$ cat src/rtl/mc_control_unit_if.sv
// rtl/mc_control_unit_if.sv - instruction decode inputs and datapath control outputs of the multicycle control unit
interface mc_control_unit_if;
  logic [5:0] opcode;
  logic [5:0] funct;
  logic       zero;
  logic       overflow;
  logic       PCWrite;
  logic       MemWrite;
  logic [1:0] IorD;
  logic       IRWrite;
  logic       RegWrite;
  logic       RegDst;
  logic       MemToReg;
  logic       ALUSrcA;
  logic [1:0] ALUSrcB;
  logic [2:0] ALUOp;
  logic [1:0] PCSource;
  logic       EPCWrite;
  logic [4:0] state;

  // control unit side
  modport master (
    input  opcode, funct, zero, overflow,
    output PCWrite, MemWrite, IorD, IRWrite, RegWrite, RegDst, MemToReg,
           ALUSrcA, ALUSrcB, ALUOp, PCSource, EPCWrite, state
  );

  // datapath side
  modport slave (
    output opcode, funct, zero, overflow,
    input  PCWrite, MemWrite, IorD, IRWrite, RegWrite, RegDst, MemToReg,
           ALUSrcA, ALUSrcB, ALUOp, PCSource, EPCWrite, state
  );
endinterface

$ cat src/rtl/mc_control_unit.sv
// rtl/mc_control_unit.sv - Moore multicycle CPU control FSM; OVF_TRAP_EN enables overflow traps on add/sub/addi writeback
module mc_control_unit #(
  parameter int unsigned MEM_WAIT = 1
) (
  input  logic                  clock,
  input  logic                  reset,
  mc_control_unit_if.master     bus
);

  typedef enum logic [4:0] {
    S_RST = 5'd0,  S_F0  = 5'd1,  S_FW  = 5'd2,  S_F2  = 5'd3,
    S_DEC = 5'd4,  S_EXR = 5'd5,  S_WBR = 5'd6,  S_EXI = 5'd7,
    S_WBI = 5'd8,  S_MA  = 5'd9,  S_MR0 = 5'd10, S_MRW = 5'd11,
    S_MWB = 5'd12, S_MW  = 5'd13, S_BR  = 5'd14, S_JMP = 5'd15,
    S_EXC = 5'd16
  } state_t;

  // R-type operation captured at decode so later states ignore IR changes
  localparam logic [1:0] ROP_ADD = 2'd0;
  localparam logic [1:0] ROP_SUB = 2'd1;
  localparam logic [1:0] ROP_AND = 2'd2;

  localparam logic [2:0] ALU_PASS = 3'b000;
  localparam logic [2:0] ALU_ADD  = 3'b001;
  localparam logic [2:0] ALU_SUB  = 3'b010;
  localparam logic [2:0] ALU_AND  = 3'b011;

  // last wait-counter value before leaving FW/MRW
  localparam logic [1:0] WAIT_LAST = 2'((MEM_WAIT == 0) ? 0 : MEM_WAIT - 1);

  state_t     state_q, state_d;
  logic [1:0] cnt_q, cnt_d;
  logic       is_sw_q, is_sw_d;
  logic [1:0] rop_q, rop_d;

`ifndef OVF_TRAP_EN
  logic unused_overflow;
  assign unused_overflow = bus.overflow;
`endif

  // state, wait counter and decoded-instruction registers
  always_ff @(posedge clock or negedge reset) begin
    if (!reset) begin
      state_q <= S_RST;
      cnt_q   <= 2'd0;
      is_sw_q <= 1'b0;
      rop_q   <= ROP_ADD;
    end else begin
      state_q <= state_d;
      cnt_q   <= cnt_d;
      is_sw_q <= is_sw_d;
      rop_q   <= rop_d;
    end
  end

  // next state and state-decoded datapath controls
  always_comb begin
    state_d      = S_RST;
    cnt_d        = cnt_q;
    is_sw_d      = is_sw_q;
    rop_d        = rop_q;
    bus.PCWrite  = 1'b0;
    bus.MemWrite = 1'b0;
    bus.IorD     = 2'd0;
    bus.IRWrite  = 1'b0;
    bus.RegWrite = 1'b0;
    bus.RegDst   = 1'b0;
    bus.MemToReg = 1'b0;
    bus.ALUSrcA  = 1'b0;
    bus.ALUSrcB  = 2'd0;
    bus.ALUOp    = ALU_PASS;
    bus.PCSource = 2'd0;
    bus.EPCWrite = 1'b0;
    bus.state    = state_q;

    case (state_q)
      S_RST: state_d = S_F0;
      S_F0: begin
        bus.IorD = 2'd0;
        cnt_d    = 2'd0;
        state_d  = (MEM_WAIT == 0) ? S_F2 : S_FW;
      end
      S_FW: begin
        if (cnt_q == WAIT_LAST) state_d = S_F2;
        else begin
          state_d = S_FW;
          cnt_d   = cnt_q + 2'd1;
        end
      end
      S_F2: begin
        bus.IRWrite = 1'b1;
        bus.ALUSrcB = 2'd1;
        bus.ALUOp   = ALU_ADD;
        bus.PCWrite = 1'b1;
        state_d     = S_DEC;
      end
      S_DEC: begin
        bus.ALUSrcB = 2'd3;
        bus.ALUOp   = ALU_ADD;
        case (bus.opcode)
          6'h00: begin
            case (bus.funct)
              6'h20:   begin state_d = S_EXR; rop_d = ROP_ADD; end
              6'h22:   begin state_d = S_EXR; rop_d = ROP_SUB; end
              6'h24:   begin state_d = S_EXR; rop_d = ROP_AND; end
              default: state_d = S_EXC;
            endcase
          end
          6'h08:   state_d = S_EXI;
          6'h23:   begin state_d = S_MA; is_sw_d = 1'b0; end
          6'h2B:   begin state_d = S_MA; is_sw_d = 1'b1; end
          6'h04:   state_d = S_BR;
          6'h02:   state_d = S_JMP;
          default: state_d = S_EXC;
        endcase
      end
      S_EXR: begin
        bus.ALUSrcA = 1'b1;
        case (rop_q)
          ROP_SUB: bus.ALUOp = ALU_SUB;
          ROP_AND: bus.ALUOp = ALU_AND;
          default: bus.ALUOp = ALU_ADD;
        endcase
        state_d = S_WBR;
      end
      S_WBR: begin
        bus.RegDst   = 1'b1;
        bus.RegWrite = 1'b1;
        state_d      = S_F0;
`ifdef OVF_TRAP_EN
        if (bus.overflow && (rop_q != ROP_AND)) begin
          bus.RegWrite = 1'b0;
          state_d      = S_EXC;
        end
`endif
      end
      S_EXI: begin
        bus.ALUSrcA = 1'b1;
        bus.ALUSrcB = 2'd2;
        bus.ALUOp   = ALU_ADD;
        state_d     = S_WBI;
      end
      S_WBI: begin
        bus.RegWrite = 1'b1;
        state_d      = S_F0;
`ifdef OVF_TRAP_EN
        if (bus.overflow) begin
          bus.RegWrite = 1'b0;
          state_d      = S_EXC;
        end
`endif
      end
      S_MA: begin
        bus.ALUSrcA = 1'b1;
        bus.ALUSrcB = 2'd2;
        bus.ALUOp   = ALU_ADD;
        state_d     = is_sw_q ? S_MW : S_MR0;
      end
      S_MR0: begin
        bus.IorD = 2'd1;
        cnt_d    = 2'd0;
        state_d  = (MEM_WAIT == 0) ? S_MWB : S_MRW;
      end
      S_MRW: begin
        if (cnt_q == WAIT_LAST) state_d = S_MWB;
        else begin
          state_d = S_MRW;
          cnt_d   = cnt_q + 2'd1;
        end
      end
      S_MWB: begin
        bus.MemToReg = 1'b1;
        bus.RegWrite = 1'b1;
        state_d      = S_F0;
      end
      S_MW: begin
        bus.IorD     = 2'd1;
        bus.MemWrite = 1'b1;
        state_d      = S_F0;
      end
      S_BR: begin
        bus.ALUSrcA  = 1'b1;
        bus.ALUOp    = ALU_SUB;
        bus.PCSource = 2'd1;
        bus.PCWrite  = bus.zero;
        state_d      = S_F0;
      end
      S_JMP: begin
        bus.PCSource = 2'd2;
        bus.PCWrite  = 1'b1;
        state_d      = S_F0;
      end
      S_EXC: begin
        bus.PCSource = 2'd3;
        bus.PCWrite  = 1'b1;
        bus.EPCWrite = 1'b1;
        state_d      = S_F0;
      end
      default: state_d = S_RST;
    endcase
  end

endmodule

$ cat src/flat_wrapper.sv
// flat-port wrapper written by rule: the top's interface ports become plain ports
module mc_control_unit_flat 
#(
  parameter int unsigned MEM_WAIT = 1
)
  (clock, reset, bus_opcode, bus_funct, bus_zero, bus_overflow, bus_PCWrite, bus_MemWrite, bus_IorD, bus_IRWrite, bus_RegWrite, bus_RegDst, bus_MemToReg, bus_ALUSrcA, bus_ALUSrcB, bus_ALUOp, bus_PCSource, bus_EPCWrite, bus_state);
  mc_control_unit_if bus_i ();
  input  logic clock;
  input  logic reset;
  input wire logic [$bits(bus_i.opcode)-1:0] bus_opcode;
  input wire logic [$bits(bus_i.funct)-1:0] bus_funct;
  input wire logic [$bits(bus_i.zero)-1:0] bus_zero;
  input wire logic [$bits(bus_i.overflow)-1:0] bus_overflow;
  output wire logic [$bits(bus_i.PCWrite)-1:0] bus_PCWrite;
  output wire logic [$bits(bus_i.MemWrite)-1:0] bus_MemWrite;
  output wire logic [$bits(bus_i.IorD)-1:0] bus_IorD;
  output wire logic [$bits(bus_i.IRWrite)-1:0] bus_IRWrite;
  output wire logic [$bits(bus_i.RegWrite)-1:0] bus_RegWrite;
  output wire logic [$bits(bus_i.RegDst)-1:0] bus_RegDst;
  output wire logic [$bits(bus_i.MemToReg)-1:0] bus_MemToReg;
  output wire logic [$bits(bus_i.ALUSrcA)-1:0] bus_ALUSrcA;
  output wire logic [$bits(bus_i.ALUSrcB)-1:0] bus_ALUSrcB;
  output wire logic [$bits(bus_i.ALUOp)-1:0] bus_ALUOp;
  output wire logic [$bits(bus_i.PCSource)-1:0] bus_PCSource;
  output wire logic [$bits(bus_i.EPCWrite)-1:0] bus_EPCWrite;
  output wire logic [$bits(bus_i.state)-1:0] bus_state;
  assign bus_i.opcode = bus_opcode;
  assign bus_i.funct = bus_funct;
  assign bus_i.zero = bus_zero;
  assign bus_i.overflow = bus_overflow;
  assign bus_PCWrite = bus_i.PCWrite;
  assign bus_MemWrite = bus_i.MemWrite;
  assign bus_IorD = bus_i.IorD;
  assign bus_IRWrite = bus_i.IRWrite;
  assign bus_RegWrite = bus_i.RegWrite;
  assign bus_RegDst = bus_i.RegDst;
  assign bus_MemToReg = bus_i.MemToReg;
  assign bus_ALUSrcA = bus_i.ALUSrcA;
  assign bus_ALUSrcB = bus_i.ALUSrcB;
  assign bus_ALUOp = bus_i.ALUOp;
  assign bus_PCSource = bus_i.PCSource;
  assign bus_EPCWrite = bus_i.EPCWrite;
  assign bus_state = bus_i.state;
  mc_control_unit #(.MEM_WAIT(MEM_WAIT)) u_core (.clock(clock), .reset(reset), .bus(bus_i));
endmodule
$ cat config.mk
export PLATFORM = sky130hd
export DESIGN_NAME = mc_control_unit_flat
export DESIGN_NICKNAME = d
export VERILOG_FILES = /design/src/rtl/mc_control_unit_if.sv /design/src/rtl/mc_control_unit.sv /design/src/flat_wrapper.sv
export SDC_FILE = /design/constraint.sdc
export NUM_CORES = 1
export LEC_CHECK = 0
export CORE_ASPECT_RATIO = 0.6
export CORE_MARGIN = 2
export CORE_UTILIZATION = 45
export DETAILED_ROUTE_END_ITERATION = 12
export GPL_TIMING_DRIVEN = 0
export HOLD_SLACK_MARGIN = 0.08
export MAX_ROUTING_LAYER = met4
export PLACE_DENSITY = 0.8
export SYNTH_ARGS = -nofsm -noshare
export SYNTH_HDL_FRONTEND = slang
export SYNTH_SLANG_ARGS = --single-unit
$ cat constraint.sdc
create_clock -name clock -period 2 [get_ports clock]
set_input_delay 0.4 -clock clock [delete_from_list [all_inputs] [get_ports clock]]
set_output_delay 0.4 -clock clock [all_outputs]
set_load 0.01 [all_outputs]
==> results by group <==
STA
  • Final setup fails: 2
  • RSZ-0062 raised after global routing: yes
  • Slew headroom: 66.0%
  • Final Critical Period: 2.10 ns
  • Final period utilization: 105%
  • Final clock skew: 0.00277 ns
  • Final slew viol count: 0
  • Fmax: 477 MHz
  • Final Hold Viols: 0
  • Least-Margin Pin Slew: 0.508 ns
  • Setup WS post-layout: -0.0980 ns

Synth
  • Mapped Cells: 138
  • EDFF count, synth: 0
  • Synth Register Bits: 10
  • Xor/xnor share of the synthesized area: 2.41%
  • Synth Area in Compound Gates: 20.8%
  • Async S/R FF share, synth: 100%
  • Synth Area in Simple Gates: 37.2%
  • Post-Syn Area: 0.00109 mm^2
  • Portion of netlist area occupied by mux cells: 5.29%
  • Post-Synth Adder-Cell Area: 2.30%
  • Seq/Total Area, Yosys: 23.0%
  • Syn_area_per_cell: 7.89 um^2
  • Main synth FF type: dfrtp_1
  • Main combinational cell family by area after synthesis: simple AND/OR/NAND/NOR gates
  • Post-synth cell types: 51
  • Synth Warn #: 0

Drt
  • Mean routed wirelength per cell: 18.7 um
  • DR pass1 iterations: 5
  • DRC Markers: 0
  • Via count: 1,346
  • Vias/cell: 6.32
  • DRT iter0 DRCs: 217
  • Post-DRT Antenna Nets: 0
  • Routed wire length: 3990 um

Job
  • Max Cap Viol: 0

Placed design
  • Placed instance count: 201
  • Placement Setup Slack: -0.646 ns
  • IO buf count: 32
  • Placer Congestion: 0.953
  • DP HPWL: 2520 um

Finish
  • Share of cells above drive strength 1: 35.5%
  • Final non-filler cell total: 213
  • ANT cells: 0
  • Synth-to-Final Area Change: 51.6%
  • Fin nets: 202
  • FILL cells: 155
  • Most common cell after layout, fill and taps aside: clkdlybuf4s50_1
  • Most frequent cells in the layout: clkdlybuf4s50_1 (14), buf_4 (12), nand2_1 (8)

CTS
  • Max clock buf depth: 2
  • CTS tree: yes
  • Clock slew at reported path FFs: 0.05 ns
  • H-tree depth reported by CTS: 1
  • CTS buffer count: 3
  • Clock Latency Late Sink: 0.24 ns
  • Clock Tree Root: clkbuf_8
  • Sinks on the clock net: 10

Floorplanning
  • Die footprint: 0.00284 mm^2
  • Core area: 0.00223 mm^2
  • Die width: 67.5 um
  • Boundary Pins: 38
  • Initial Util: 48.8%
  • Die H: 42.1 um
  • Rows: 13

Critical path
  • Worst Setup End Kind: output port
  • Element type at the critical path start: register
  • CP arrival: 1.70 ns
  • Critical path class: register to output port
  • Worst-path fanout max: 10
  • Required time of the critical path: 1.60 ns

Power and ir drop
  • Pwr per Cell Area: 1220 mW/mm^2
  • Leak: 0.708 nW
  • VDD IR max: 0.628 mV

Global route
  • Vias in the first global route: 1,149
  • Initial antenna violation count: 0
  • Pin count of the biggest net entering global routing: 11
  • Total gr overflow: 0
  • First-pass GRT wire length: 5890 um
  • Total GRT Usage: 28.4%

Run status
  • Status: finished, violations left
  • Failing checks: negative setup slack

Worst hold path
  • HP Class: input port to register
## metrics by stage
stage / hold WS, ns / area [um^2] / total power, mW / util, % / setup TNS [ns]
2_1_floorplan: 0.104 / 1090 / 0.961 / - / 0
3_3_place_gp: 0.483 / 1450 / 1.36 / 65.1 / -4.78
3_5_place_dp: 0.502 / 1450 / 1.39 / 65.1 / -5.83
4_1_cts: 0.472 / 1610 / 1.83 / 72.1 / -0.204
5_1_grt: 0.506 / 1650 / 2.12 / 74.1 / -0.401
6_report: 0.475 / 1650 / 2.01 / 74.1 / -0.127
## logic make-up (layout without fill, tap and decap cells)
family,count (synthesis),in the layout
flops,10,10
fa+ha+maj,2,2
xor+xnor,3,3
mux,5,5
compound gates,35,35
simple gates,63,63
buf+inv,19,63
other cells,1,2
## metal layers
metal / wire [um] / vias up / GRT usage (%)
met5: 0 / - / -
li1: - / 592 / -
met3: 402 / 14 / 7.80
met4: 98 / 0 / 6.94
met1: 1620 / 643 / 38.3
met2: 1870 / 97 / 42.0
## final cells by class
class | count | area, um^2 | area share, %
Tap cell | 30 | 37.5 | 2.27
Buffer | 11 | 121 | 7.35
Timing Repair Buffer | 41 | 335 | 20.3
Clock buffer | 4 | 55.1 | 3.34
Sequential cell | 10 | 256 | 15.5
Inverter | 7 | 31.3 | 1.90
Multi-Input combinational cell | 110 | 813 | 49.3
## Yosys cell counts, types with 3 or more instances
master    count  area, um^2
a31oi_1       6        37.5
nor3_1        4        20.0
nor2_1       10        37.5
nand2b_1      4        25.0
and3_1        3        18.8
dfrtp_1      10         250
nand3_1       4        20.0
and3b_1       3        26.3
nor3b_1       3        22.5
nand2_1      10        37.5
o21ai_0       6        30.0
a21oi_1       7        35.0
nor2b_1       6        37.5
clkbuf_1      8        30.0
o21ai_1       4        20.0
inv_1         6        22.5
## worst paths after layout
path,from,end,slack (ns),cells past startpoint
min in group asynchronous,reset,u_core.bus.state[3],0.50,1
setup reg to reg,u_core.bus.state[0],u_core.is_sw_q,0.16,5
setup / recovery,u_core.bus.state[3],bus_PCSource[0],-0.1,6
max in group asynchronous,reset,u_core.bus.state[2],1.13,1
hold reg to reg,u_core.cnt_q[0],u_core.cnt_q[0],0.50,1
hold / removal,bus_opcode[1],u_core.bus.state[4],0.48,4
## state kept, by name, summed over array words and instances, names as in the netlist
signal	cells
u_core.rop_q	2
u_core.cnt_q	2
u_core.bus.state	5
u_core.is_sw_q	1
## timing repair
action | 4_1_cts | 5_1_grt
endpoints found under the setup margin | 17 | 14
pin swaps | 1 | 1
hold buffers | 0 | 0
setup buffers | 6 | 3
gates resized for setup | 63 | 30
endpoints found under the hold margin | 0 | 0
## critical path, cell delays in order, from the launching register on
cell and delay [ns]:
dfrtp_2 0.50, buf_8 0.18, nand2_2 0.10, nor2_2 0.16, a31oi_1 0.08, nor2_1 0.16
dlygate4sd2_1 0.28
## power breakdown
| part | leakage [nW] | switching (mW) | internal (mW) |
|---|---|---|---|
| Combinational | 0.557 | 0.744 | 0.670 |
| Sequential | 0.122 | 0.0790 | 0.255 |
| Clock | 0.0288 | 0.0893 | 0.174 |
| Total | 0.708 | 0.912 | 1.10 |
Note: power is estimated with default switching activity, not from simulation.
